`src/rtl/sipo_pkg.sv`:
```
// Shared types and helpers for the serial-in/parallel-out deserializer.
package sipo_pkg;

    localparam int DEFAULT_WIDTH = 4;

    function automatic int cnt_w(input int width);
        return (width > 1) ? $clog2(width) : 1;
    endfunction

    typedef enum logic {
        BUF_EMPTY = 1'b0,
        BUF_FULL  = 1'b1
    } buf_state_t;

endpackage

```
`src/rtl/sipo_shift_core.sv`:
```
// Shift register and bit counter that frame WIDTH-bit words from the serial stream.
module sipo_shift_core
    import sipo_pkg::*;
#(
    parameter int WIDTH     = DEFAULT_WIDTH,
    parameter bit MSB_FIRST = 1'b1
) (
    input  logic             clk,
    input  logic             rst,
    input  logic             ser_in,
    input  logic             ser_en,
    input  logic             sync,
    output logic [WIDTH-1:0] word,
    output logic             word_done,
    output logic             busy
);

    localparam int             CW   = cnt_w(WIDTH);
    localparam logic [CW-1:0]  LAST = CW'(WIDTH - 1);

    logic [WIDTH-1:0] sr;
    logic [WIDTH-1:0] sr_next;
    logic [CW-1:0]    cnt;

    // NOTE: every always_comb output gets a default first so no path can infer a latch.
    always_comb begin
        sr_next = sr;
        if (MSB_FIRST) begin
            sr_next = {sr[WIDTH-2:0], ser_in};
        end else begin
            sr_next = {ser_in, sr[WIDTH-1:1]};
        end
    end

    // The completed word is the value sr is about to take, so the buffer can
    // capture it on the same edge that samples the last bit.
    assign word      = sr_next;
    assign word_done = ser_en && !sync && (cnt == LAST);
    assign busy      = (cnt != '0);

    // NOTE: sequential state uses non-blocking assignments so every flop sees pre-edge values.
    always_ff @(posedge clk or posedge rst) begin
        if (rst) begin
            sr  <= '0;
            cnt <= '0;
        end else if (sync) begin
            sr  <= '0;
            cnt <= '0;
        end else if (ser_en) begin
            sr  <= sr_next;
            cnt <= (cnt == LAST) ? '0 : cnt + 1'b1;
        end
    end

endmodule

```
`src/rtl/sipo_deser.sv`:
```
// Deserializer top: one-entry output buffer with valid/ready handshake and sticky overrun.
module sipo_deser
    import sipo_pkg::*;
#(
    parameter int WIDTH     = DEFAULT_WIDTH,
    parameter bit MSB_FIRST = 1'b1
) (
    input  logic             clk,
    input  logic             rst,
    input  logic             ser_in,
    input  logic             ser_en,
    input  logic             sync,
    output logic [WIDTH-1:0] data_out,
    output logic             out_valid,
    input  logic             out_ready,
    output logic             overrun,
    output logic             busy
);

    logic [WIDTH-1:0] word;
    logic             word_done;
    buf_state_t       buf_state;

    sipo_shift_core #(
        .WIDTH     (WIDTH),
        .MSB_FIRST (MSB_FIRST)
    ) u_core (
        .clk       (clk),
        .rst       (rst),
        .ser_in    (ser_in),
        .ser_en    (ser_en),
        .sync      (sync),
        .word      (word),
        .word_done (word_done),
        .busy      (busy)
    );

    assign out_valid = (buf_state == BUF_FULL);

    // word_done is already masked by sync, so clearing and setting overrun never collide.
    always_ff @(posedge clk or posedge rst) begin
        if (rst) begin
            buf_state <= BUF_EMPTY;
            data_out  <= '0;
            overrun   <= 1'b0;
        end else begin
            if (sync) begin
                overrun <= 1'b0;
            end
            if (word_done) begin
                if (buf_state == BUF_EMPTY || out_ready) begin
                    data_out  <= word;
                    buf_state <= BUF_FULL;
                end else begin
                    overrun <= 1'b1;
                end
            end else if (buf_state == BUF_FULL && out_ready) begin
                buf_state <= BUF_EMPTY;
            end
        end
    end

endmodule

```
`config.mk`:
```
export PLATFORM = sky130hd
export DESIGN_NAME = sipo_deser
export DESIGN_NICKNAME = d
export VERILOG_FILES = /design/src/rtl/sipo_pkg.sv /design/src/rtl/sipo_shift_core.sv /design/src/rtl/sipo_deser.sv
export SDC_FILE = /design/constraint.sdc
export NUM_CORES = 1
export LEC_CHECK = 0
export ABC_AREA = 1
export BUFFER_PORTS_ARGS = -buffer_cell sky130_fd_sc_hd__buf_2
export CAP_MARGIN = 25
export CORE_AREA = 5 5 42 44
export CTS_CLUSTER_DIAMETER = 200
export CTS_CLUSTER_SIZE = 30
export DETAILED_ROUTE_END_ITERATION = 12
export DIE_AREA = 0 0 47 49
export SETUP_SLACK_MARGIN = 0.15
export SYNTH_ARGS = -nofsm -noshare
export SYNTH_HDL_FRONTEND = slang
export SYNTH_SLANG_ARGS = --single-unit
export TNS_END_PERCENT = 100
```
`constraint.sdc`:
```
create_clock -name clk -period 3 [get_ports clk]
set_clock_uncertainty 0.2 [all_clocks]
set_input_delay 0.6 -clock clk [delete_from_list [all_inputs] [get_ports clk]]
set_output_delay 0.6 -clock clk [all_outputs]
set_load 0.005 [all_outputs]
```
---- Word level (Yosys, flattened, before mapping) ----
Cells that the tools add are included.
storage, ports and cells
  register bits ........................... 11
  bits in latches ......................... 0
  RAM bits ................................ 0
  bits in read-only memories .............. 0
  input bits .............................. 6
  logic and storage cells ................. 30
  memories ................................ 0
operators by class
  add/sub/neg operators ................... 1
  multiply operators ...................... 0
  divide/modulo/power cells ............... 0
  $lt $le $gt $ge ......................... 0
  equal/unequal tests ..................... 2
  shift-type cells ........................ 0
  muxes and demuxes ....................... 11
  bitwise logic cells ..................... 1
  reduce and logical (&&, ||, !) cells .... 10
operators with widths
  cell                 number
  $mux 1               6
  $mux 2               3
  $mux 3               2
  $reduce_bool 2->1    3
  $reduce_and 2->1     2
  $logic_and 1x1->1    3
  $add 2x1->2 const B  1
  $eq 2x2->1 const B   1
  $ne 2x2->1 const B   1
  $logic_not 1->1      1
  $logic_or 1x1->1     1
  $not 1->1            1

---- Longest topological paths before layout ----
Gate-level depths: netlist of run 1.
  depth after elaboration ................. 5
  mapped depth ............................ 5

---- Modules after synthesis ----
From an unflattened synthesis of run 1, not the netlist that was laid out.
unflattened totals
  cell total of the unflattened synthesis .. 59
  area total of the unflattened synthesis .. 500.5 µm²
modules (own cells, without submodules)
  module           instances  cells each  area an instance (µm²)  seq. area each (µm²)
  sipo_shift_core  1          33          262.8                   125.1
  sipo_deser       1          26          237.7                   150.1

---- Least setup slack after synthesis of run 1 ----
No wires, ideal clock.
  path kind ............................... register to output
  start ................................... register u_core.cnt[0]
  end ..................................... output busy
  arrival ................................. 0.630 ns
  required time ........................... 2.200 ns
  slack ................................... 1.570 ns
  cell stages (with the launch flop) ...... 4
  cell sequence ........................... dfrtp_1 -> inv_1 -> ha_1 -> inv_1
between the ends
  longest elaborated chain between the ends .. 1
RTL lines
  item                      line                   RTL
  start: declaration        sipo_shift_core.sv:23  logic [CW-1:0] cnt;
  start signal: assignment  sipo_shift_core.sv:51  cnt <= (cnt == LAST) ? '0 : cnt + 1'b1;
  $reduce_bool 2->1         sipo_shift_core.sv:39  assign busy = (cnt != '0);
  end: declaration          sipo_deser.sv:17       output logic busy
No other way between the ends.

---- Worst setup path in the final report of run 1 ----
Ends and elaborated chain as after synthesis.

==> results of run 1 <==
[worst max-delay path, stage by stage (launching register included)]
cell and delay [ps]:
dfrtp_1 400, inv_1 80, ha_1 150, inv_1 40, buf_2 110
[layout make-up]
class,count,area (um2)
timing repair buffer,12,60.06
multi-input combinational,33,196.4
sequential,11,275.3
tap,16,20.02
clock buffer,4,26.28
inverter,9,33.78
fill,148,789.5
[registers in the layout, summed over array words and instances, names as in the netlist]
signal      count
u_core.cnt      2
out_valid       1
overrun         1
data_out        4
u_core.sr       3
[synth_stat cells]
cell type,count,share of area (%)
nand3_4,1,3.5
o21ai_0,1,0.99
inv_2,2,1.5
nand2_2,2,2.5
nor2_1,1,0.74
nor2_8,1,4.0
nand3_1,1,0.99
o21ai_1,4,4.0
nand2_1,15,11
dfrtp_1,11,54
nand4_1,4,4.9
ha_1,2,4.9
inv_1,7,5.2
o22ai_1,1,1.2
[cell usage in the layout, fill, tap and decap left out, drive strengths merged]
master / netlist / final
buf: 0 / 12
clkbuf: 0 / 4
dfrtp: 11 / 11
ha: 2 / 2
inv: 9 / 9
nand2: 17 / 17
nand3: 2 / 2
nand4: 4 / 4
nor2: 2 / 2
o21ai: 5 / 5
o22ai: 1 / 1
[layer usage]
layer | up-vias | GRT usage [%]
li1 | 205 | -
met1 | 171 | 10.91
met2 | 12 | 14.48
met3 | 2 | 5.904
met4 | 0 | 6.912
met5 | - | 0
[kinds of logic after synthesis]
| group | Yosys count | share of synthesized area (%) |
|---|---|---|
| AO/OA/AOI/OAI | 6 | 6.188 |
| AND/OR/NAND/NOR | 25 | 27.72 |
| adder cells (fa/ha/maj) | 2 | 4.950 |
| buffers and inverters | 9 | 6.685 |
| flip-flops | 11 | 54.45 |
[worst paths after layout]
| check | start | to | cells past startpoint |
|---|---|---|---|
| setup / recovery | u_core.cnt[0] | busy | 4 |
| hold / removal | rst | data_out[0] | 2 |
| setup reg to reg | u_core.cnt[0] | data_out[0] | 4 |
| hold reg to reg | data_out[2] | data_out[2] | 2 |
| max in group asynchronous | rst | u_core.cnt[1] | 2 |
| min in group clk | data_out[2] | data_out[2] | 2 |
[power by group through the flow]
| stage | sequential (mW) | combinational (mW) | clock, mW |
|---|---|---|---|
| 2_1_floorplan | 0.163 | 0.0211 | 0 |
| 3_3_place_gp | 0.163 | 0.0358 | 0 |
| 3_5_place_dp | 0.163 | 0.0363 | 0 |
| 4_1_cts | 0.160 | 0.0366 | 0.106 |
| 5_1_grt | 0.161 | 0.0419 | 0.113 |
| 6_report | 0.160 | 0.0356 | 0.101 |
[metrics by stage]
step           utilization (%)  area [um2]  worst slack [ps]
2_1_floorplan                -       505.5              1570
6_report                 43.66       611.8              1156
3_3_place_gp             41.79       585.6              1470
4_1_cts                  43.66       611.8              1141
5_1_grt                  43.66       611.8              1061
3_5_place_dp             41.79       585.6              1455
==> flow_summary.json, run 1 <==
{
  "timing.hold.ws_ps": 111.5,
  "grt_pass1_wl_um": 1628,
  "cp.required_ps": 2200,
  "outcome": "complete, no violations",
  "ctsResizeCount": 0,
  "cap_violations": 0,
  "hold_viol": 0,
  "syn_nets": 61,
  "grt_pass1_vias": 390,
  "p_leak_nw": 0.3445,
  "worstSetupStartpointType": "flop",
  "portBuffers": 12,
  "syn-cell-area_um2": 505.5,
  "synth_seq_area_share_pct": 54.46,
  "place_congestion": 0.7303,
  "p_int_mw": 0.2216,
  "post_cts.repair.setup_buffers": 0,
  "yosysUniqueCellTypes": 14,
  "hp-class": "primary input to asynchronous set/reset pin",
  "crit_path_end_kind": "output port",
  "met2_length_um": 414,
  "routed.top_layer": "met4",
  "finalCritPeriodShare_pct": 61.47,
  "power_mw": 0.2971,
  "wl_um": 900,
  "route.detailed.drc": 0,
  "cts_buffers": 3,
  "place_inst": 81,
  "combPwrFrac_pct": 12.0,
  "crit_arrival_ps": 1040,
  "grt_usage_pct": 10.18,
  "vias_per_cell": 4.588,
  "switching_share_pct": 25.40,
  "pwr-share-clk_pct": 34.1,
  "synth-seq-cells": 11,
  "setup_viol": 0,
  "post-route-min-period_ps": 1844,
  "wl_per_cell_um": 10.59,
  "fmax_mhz": 542.3,
  "ant_nets": 0,
  "maxSlewHeadroom_pct": 71.68,
  "htreeDepth": 1,
  "nets": 78,
  "met1_length_um": 383,
  "met3_length_um": 88,
  "critPathMaxFanout": 3,
  "grt_max_degree": 12,
  "drive_gt1_share_pct": 30.43,
  "peakVddDrop_mv": 0.2301,
  "dp_hpwl_um": 666,
  "die-area_um2": 2303,
  "rsz0062_at_grt": "false",
  "ctsLongestPathBuffers": 2,
  "dr.pass1.iters": 2,
  "overflow": 0,
  "syn_to_final_growth_pct": 21.04,
  "drt-initial-drc-count": 6,
  "syn_inst": 53,
  "grt_antenna_before_repair": 0,
  "crit_type": "flop to output port",
  "cts_tree": "done",
  "die_x_um": 47,
  "ys_warn_count": 0,
  "layout.cells.non_filler": 85,
  "p_switching_mw": 0.07545,
  "cts.sinks": 11,
  "diodes": 0,
  "cts_hold_buf": 0,
  "insertion_delay_ps": 270,
  "rrSetupSlack_ps": 1740,
  "clock-root-buffer": "clkbuf_4",
  "die_h_um": 49,
  "ios": 13,
  "postSynthAreaPerCell_um2": 9.537,
  "worst_pin_slew_ps": 424.4,
  "rows": 14,
  "drv_slew": 0,
  "start_util_pct": 36.07,
  "p_per_area_nw_per_um2": 485.6,
  "fp.coreArea_um2": 1401,
  "vias": 390,
  "clk_pin_slew_ps": 70,
  "fin_tns_setup_ps": 0,
  "seq_power_share_pct": 53.9
}
Power figures use the tool's default switching activity.
==> inputs of run 2 (changes only) <==
==> constraint.sdc (replaced) <==
create_clock -name clk -period 1.57 [get_ports clk]
set_clock_uncertainty 0.2 [all_clocks]
set_input_delay 0.314 -clock clk [delete_from_list [all_inputs] [get_ports clk]]
set_output_delay 0.314 -clock clk [all_outputs]
set_load 0.005 [all_outputs]
==> flow_summary.json, run 2 (synthesis gave the netlist of run 1 again) <==
{
  "r2r_end": "data_out[3]",
  "finalCritPeriodShare_pct": 98.38,
  "dr.pass1.iters": 4,
  "hold_path_startpoint": "ser_in",
  "fin_tns_setup_ps": 0,
  "p_per_area_nw_per_um2": 899.5,
  "worstSetupStartpointType": "flop",
  "fin_ws_ps": 25.41,
  "vias_per_cell": 4.689,
  "die-area_um2": 2303,
  "htreeDepth": 1,
  "maxSlewHeadroom_pct": 71.12,
  "place_congestion": 0.7273,
  "nets": 83,
  "timing.hold.ws_ps": 72.52,
  "final_cell_mix": "nand2_1, buf_2, dfrtp_1",
  "overflow": 0,
  "grt_pass1_vias": 427,
  "ant_nets": 0,
  "reg2reg_from": "u_core.cnt[0]",
  "hold_viol": 0,
  "largest_reg_flops": 4,
  "post-route-min-period_ps": 1545,
  "grt_max_degree": 12,
  "pre_cts_slack_ps": 308.6,
  "crit_arrival_ps": 1030,
  "syn_to_final_growth_pct": 32.18,
  "cp.required_ps": 1060,
  "hold_path_depth": 3,
  "drive_gt1_share_pct": 41.89,
  "diodes": 0,
  "rows": 14,
  "cap_violations": 0,
  "peakVddDrop_mv": 0.4439,
  "holdPathEnd": "u_core.sr[0]",
  "rsz0062_at_grt": "true",
  "ff2ff_path_depth": 5,
  "cts.sinks": 11,
  "ios": 13,
  "fp.coreArea_um2": 1401,
  "ctsLongestPathBuffers": 2,
  "grt_usage_pct": 10.26,
  "portBuffers": 12,
  "finish.utilization_pct": 47.68,
  "fmax_mhz": 647.4,
  "grt_pass1_wl_um": 1738,
  "die_x_um": 47,
  "critPathMaxFanout": 2,
  "top_regs": "data_out: 4 flops, u_core.sr: 3 flops, u_core.cnt: 2 flops",
  "grt_antenna_before_repair": 0,
  "p_leak_nw": 0.3674,
  "wl_um": 1038,
  "drt-initial-drc-count": 9,
  "crit_type": "flop to output port",
  "outcome": "complete, no violations",
  "setup_viol": 0,
  "clock-root-buffer": "clkbuf_4",
  "start_util_pct": 36.07,
  "drv_slew": 0,
  "die_h_um": 49,
  "insertion_delay_ps": 280,
  "clk_pin_slew_ps": 80,
  "cts_tree": "done",
  "route.detailed.drc": 0,
  "cts_buffers": 3,
  "hp-class": "primary input to flop",
  "worst_pin_slew_ps": 432.8,
  "wl_per_cell_um": 11.53,
  "final_common_cell": "nand2_1",
  "largest_register": "data_out",
  "crit_path_end_kind": "output port",
  "dp_hpwl_um": 688.6,
  "vias": 422,
  "rrSetupSlack_ps": 270
}
## run 2: changes by cell type in the layout (fill, tap and decap cells not counted)
cell,previous run,this run
inv_1,7,4
dlygate4sd3_1,0,1
clkinv_2,0,1
ha_4,0,1
inv_2,2,5
buf_4,0,4
ha_1,2,0
ha_2,0,1
clkbuf_1,1,0
## run 2: worst max path at each step
stage | from | endpoint | slack, ps | cells after the start
after global placement | u_core.cnt[0] | data_out[0] | 320 | 4
after detailed placement | u_core.cnt[0] | data_out[2] | 310 | 4
after global routing | u_core.cnt[1] | busy | -20 | 4
final | u_core.cnt[1] | busy | 30 | 4
after CTS | u_core.cnt[0] | busy | 30 | 4
after floorplan | u_core.cnt[0] | data_out[0] | 400 | 4
## run 2: critical path, cell delays in order (launching register included)
cell     delay (ps)
dfrtp_1         400
inv_2            90
ha_4            130
inv_2            20
buf_2           110
## run 2: area by class of cell
class	count	area (um2)
clock inverters	1	5.005
repair buffers	17	100.1
clock buffers	3	22.52
well taps	16	20.02
fillers	145	733.2
inverters	9	33.78
flip-flops and latches	11	275.3
multi-input cells	33	211.5
## run 2: where the power goes
part	internal (mW)	leakage, nW	switching (mW)	total, mW
Combinational	0.0425	0.199	0.0484	0.0908
Sequential	0.298	0.151	0.00780	0.306
Clock	0.0946	0.0177	0.110	0.204
Total	0.435	0.367	0.166	0.601
## run 2: stage by stage
step	instances	cell area [um2]	total power [mW]
floorplan	53	505.5	0.3519
global placement	81	585.6	0.3790
detailed placement	81	585.6	0.3807
CTS	89	645.6	0.5868
global route	90	668.1	0.6210
finish	90	668.1	0.6010
## run 2: layer usage
layer / part of all wire, % / track usage [%] / vias to the layer above
li1: - / - / 210
met1: 41 / 12.07 / 196
met2: 48 / 15.61 / 11
met3: 7.9 / 2.583 / 5
met4: 2.8 / 6.912 / 0
met5: 0 / 0 / -
## run 2: what timing repair did
action / CTS / global route
buffers inserted: 3 / 1
cloned: 0 / 0
setup endpoints to repair: 1 / 8
hold endpoints to repair: 11 / 0
hold buffers: 1 / 0
resized for setup: 1 / 5
pin swaps: 0 / 1
==> inputs of run 3 (changes only) <==
--- a/config.mk
+++ b/config.mk
@@ -13,6 +13,7 @@
 export CTS_CLUSTER_SIZE = 30
 export DETAILED_ROUTE_END_ITERATION = 12
 export DIE_AREA = 0 0 47 49
+export PLACE_DENSITY_LB_ADDON = 0.1
 export SETUP_SLACK_MARGIN = 0.15
 export SYNTH_ARGS = -nofsm -noshare
 export SYNTH_HDL_FRONTEND = slang
==> flow_summary.json, run 3 (synthesis gave the netlist of run 1 again) <==
{
  "critPathMaxStageDelay_ps": 390,
  "pre_cts_slack_ps": 316.7,
  "clock-root-buffer": "clkbuf_4",
  "cts_buffers": 3,
  "crit_end": "busy",
  "drt-initial-drc-count": 8,
  "cp_common_cell": "inv_2",
  "reg2reg_from": "u_core.cnt[0]",
  "final_common_cell": "nand2_1",
  "overflow": 0,
  "die_h_um": 49,
  "portBuffers": 12,
  "wl_um": 1074,
  "r2r_end": "u_core.cnt[0]",
  "p_per_area_nw_per_um2": 864.1,
  "maxSlewHeadroom_pct": 71.08,
  "grt_max_degree": 12,
  "grt_usage_pct": 10.60,
  "dp_hpwl_um": 722.5,
  "fin_tns_setup_ps": 0,
  "route.detailed.drc": 0,
  "hold_viol": 0,
  "crit_arrival_ps": 990,
  "worst_pin_slew_ps": 433.4,
  "crit_cells": 4,
  "grt_pass1_vias": 419,
  "wl_per_cell_um": 11.55,
  "finalCritPeriodShare_pct": 95.69,
  "drive_gt1_share_pct": 42.86,
  "outcome": "complete, no violations",
  "timing.hold.ws_ps": 82.44,
  "start_util_pct": 36.07,
  "dr.pass1.iters": 4,
  "path_cells": "inv_2 -> ha_4 -> inv_2 -> buf_6",
  "cts_tree": "done",
  "largest_register": "data_out",
  "crit_type": "flop to output port",
  "place_area_um2": 585.6,
  "ant_nets": 0,
  "rows": 14,
  "largest_reg_flops": 4,
  "die_x_um": 47,
  "die-area_um2": 2303,
  "crit_path_end_kind": "output port",
  "final_area_um2": 705.7,
  "insertion_delay_ps": 260,
  "critPathLaunch": "u_core.cnt[0]",
  "setup_viol": 0,
  "path_delay_family": "flip-flops",
  "fp.coreArea_um2": 1401,
  "grt_antenna_before_repair": 0,
  "fmax_mhz": 665.6,
  "ios": 13,
  "clk_pin_slew_ps": 70,
  "ff2ff_path_depth": 6,
  "diodes": 0,
  "rsz0062_at_grt": "true",
  "rrSetupSlack_ps": 240,
  "top_regs": "data_out: 4 flops, u_core.sr: 3 flops, u_core.cnt: 2 flops",
  "place_congestion": 0.7321,
  "htreeDepth": 1,
  "post-route-min-period_ps": 1502,
  "grt_pass1_wl_um": 1780,
  "hp-class": "primary input to flop",
  "peakVddDrop_mv": 0.4653,
  "cp.required_ps": 1060,
  "nets": 86,
  "p_leak_nw": 0.3818,
  "vias_per_cell": 4.419,
  "drv_slew": 0,
  "final_cell_mix": "nand2_1, dfrtp_1, buf_2",
  "fin_ws_ps": 67.63,
  "cap_violations": 0,
  "crit_buf_inv": 3,
  "worstSetupStartpointType": "flop",
  "critPathMaxFanout": 2,
  "syn_to_final_growth_pct": 39.60,
  "vias": 411,
  "cts.sinks": 11,
  "cp_slowest_cell": "dfrtp_1",
  "ctsLongestPathBuffers": 2
}
[run 3: how the worst min path moves through the flow]
| stage | endpoint | slack [ps] | from | cells past startpoint |
|---|---|---|---|---|
| floorplan | data_out[0] | -30 | rst | 1 |
| global placement | data_out[0] | 130 | rst | 2 |
| detailed placement | data_out[0] | 140 | rst | 2 |
| CTS | u_core.sr[0] | 80 | ser_in | 3 |
| global route | u_core.sr[0] | 110 | ser_in | 3 |
| finish | u_core.sr[0] | 80 | ser_in | 3 |
[run 3: power by group]
part	leakage [nW]	switching [mW]	internal (mW)
logic	0.216	0.0533	0.0544
registers	0.151	0.00776	0.298
clock network	0.0150	0.0982	0.0982
[run 3: metal layers]
layer	track usage (%)	part of all wire [%]	wire (um)	up-vias
met5	0	0	0	-
met4	6.912	1.8	19	0
met3	2.214	6.7	72	4
met2	13.12	44	477	13
met1	15.87	47	504	175
li1	-	-	-	219
[run 3: layout make-up]
type / instances / area, um2
Clock buffer: 4 / 26.28
Fill cell: 133 / 695.7
Inverter: 9 / 33.78
Multi-Input combinational cell: 33 / 221.5
Sequential cell: 11 / 275.3
Tap cell: 16 / 20.02
Timing Repair Buffer: 20 / 128.9
[run 3: what timing repair did]
action / CTS / global route
endpoints found under the hold margin: 11 / 0
hold buffers: 1 / 0
resized for setup: 5 / 3
setup buffers: 4 / 3
pin swaps: 1 / 1
endpoints found under the setup margin: 1 / 6
[run 3: through the flow]
stage	total power [mW]	std cells	utilization [%]
floorplan	0.3519	53	-
global placement	0.3814	81	41.79
detailed placement	0.3810	81	41.79
CTS	0.5991	90	47.41
global route	0.6486	93	50.36
finish	0.6098	93	50.36
[run 3: worst register-to-register path, delay by kind of cell (launching register included)]
kind                       cells  cell delay, ps
DFF                            1             390
buffers and inverters          2             270
adders and majority gates      1             190
and+or+nand+nor                2             150
AOI/OAI and AO/OA              1              70
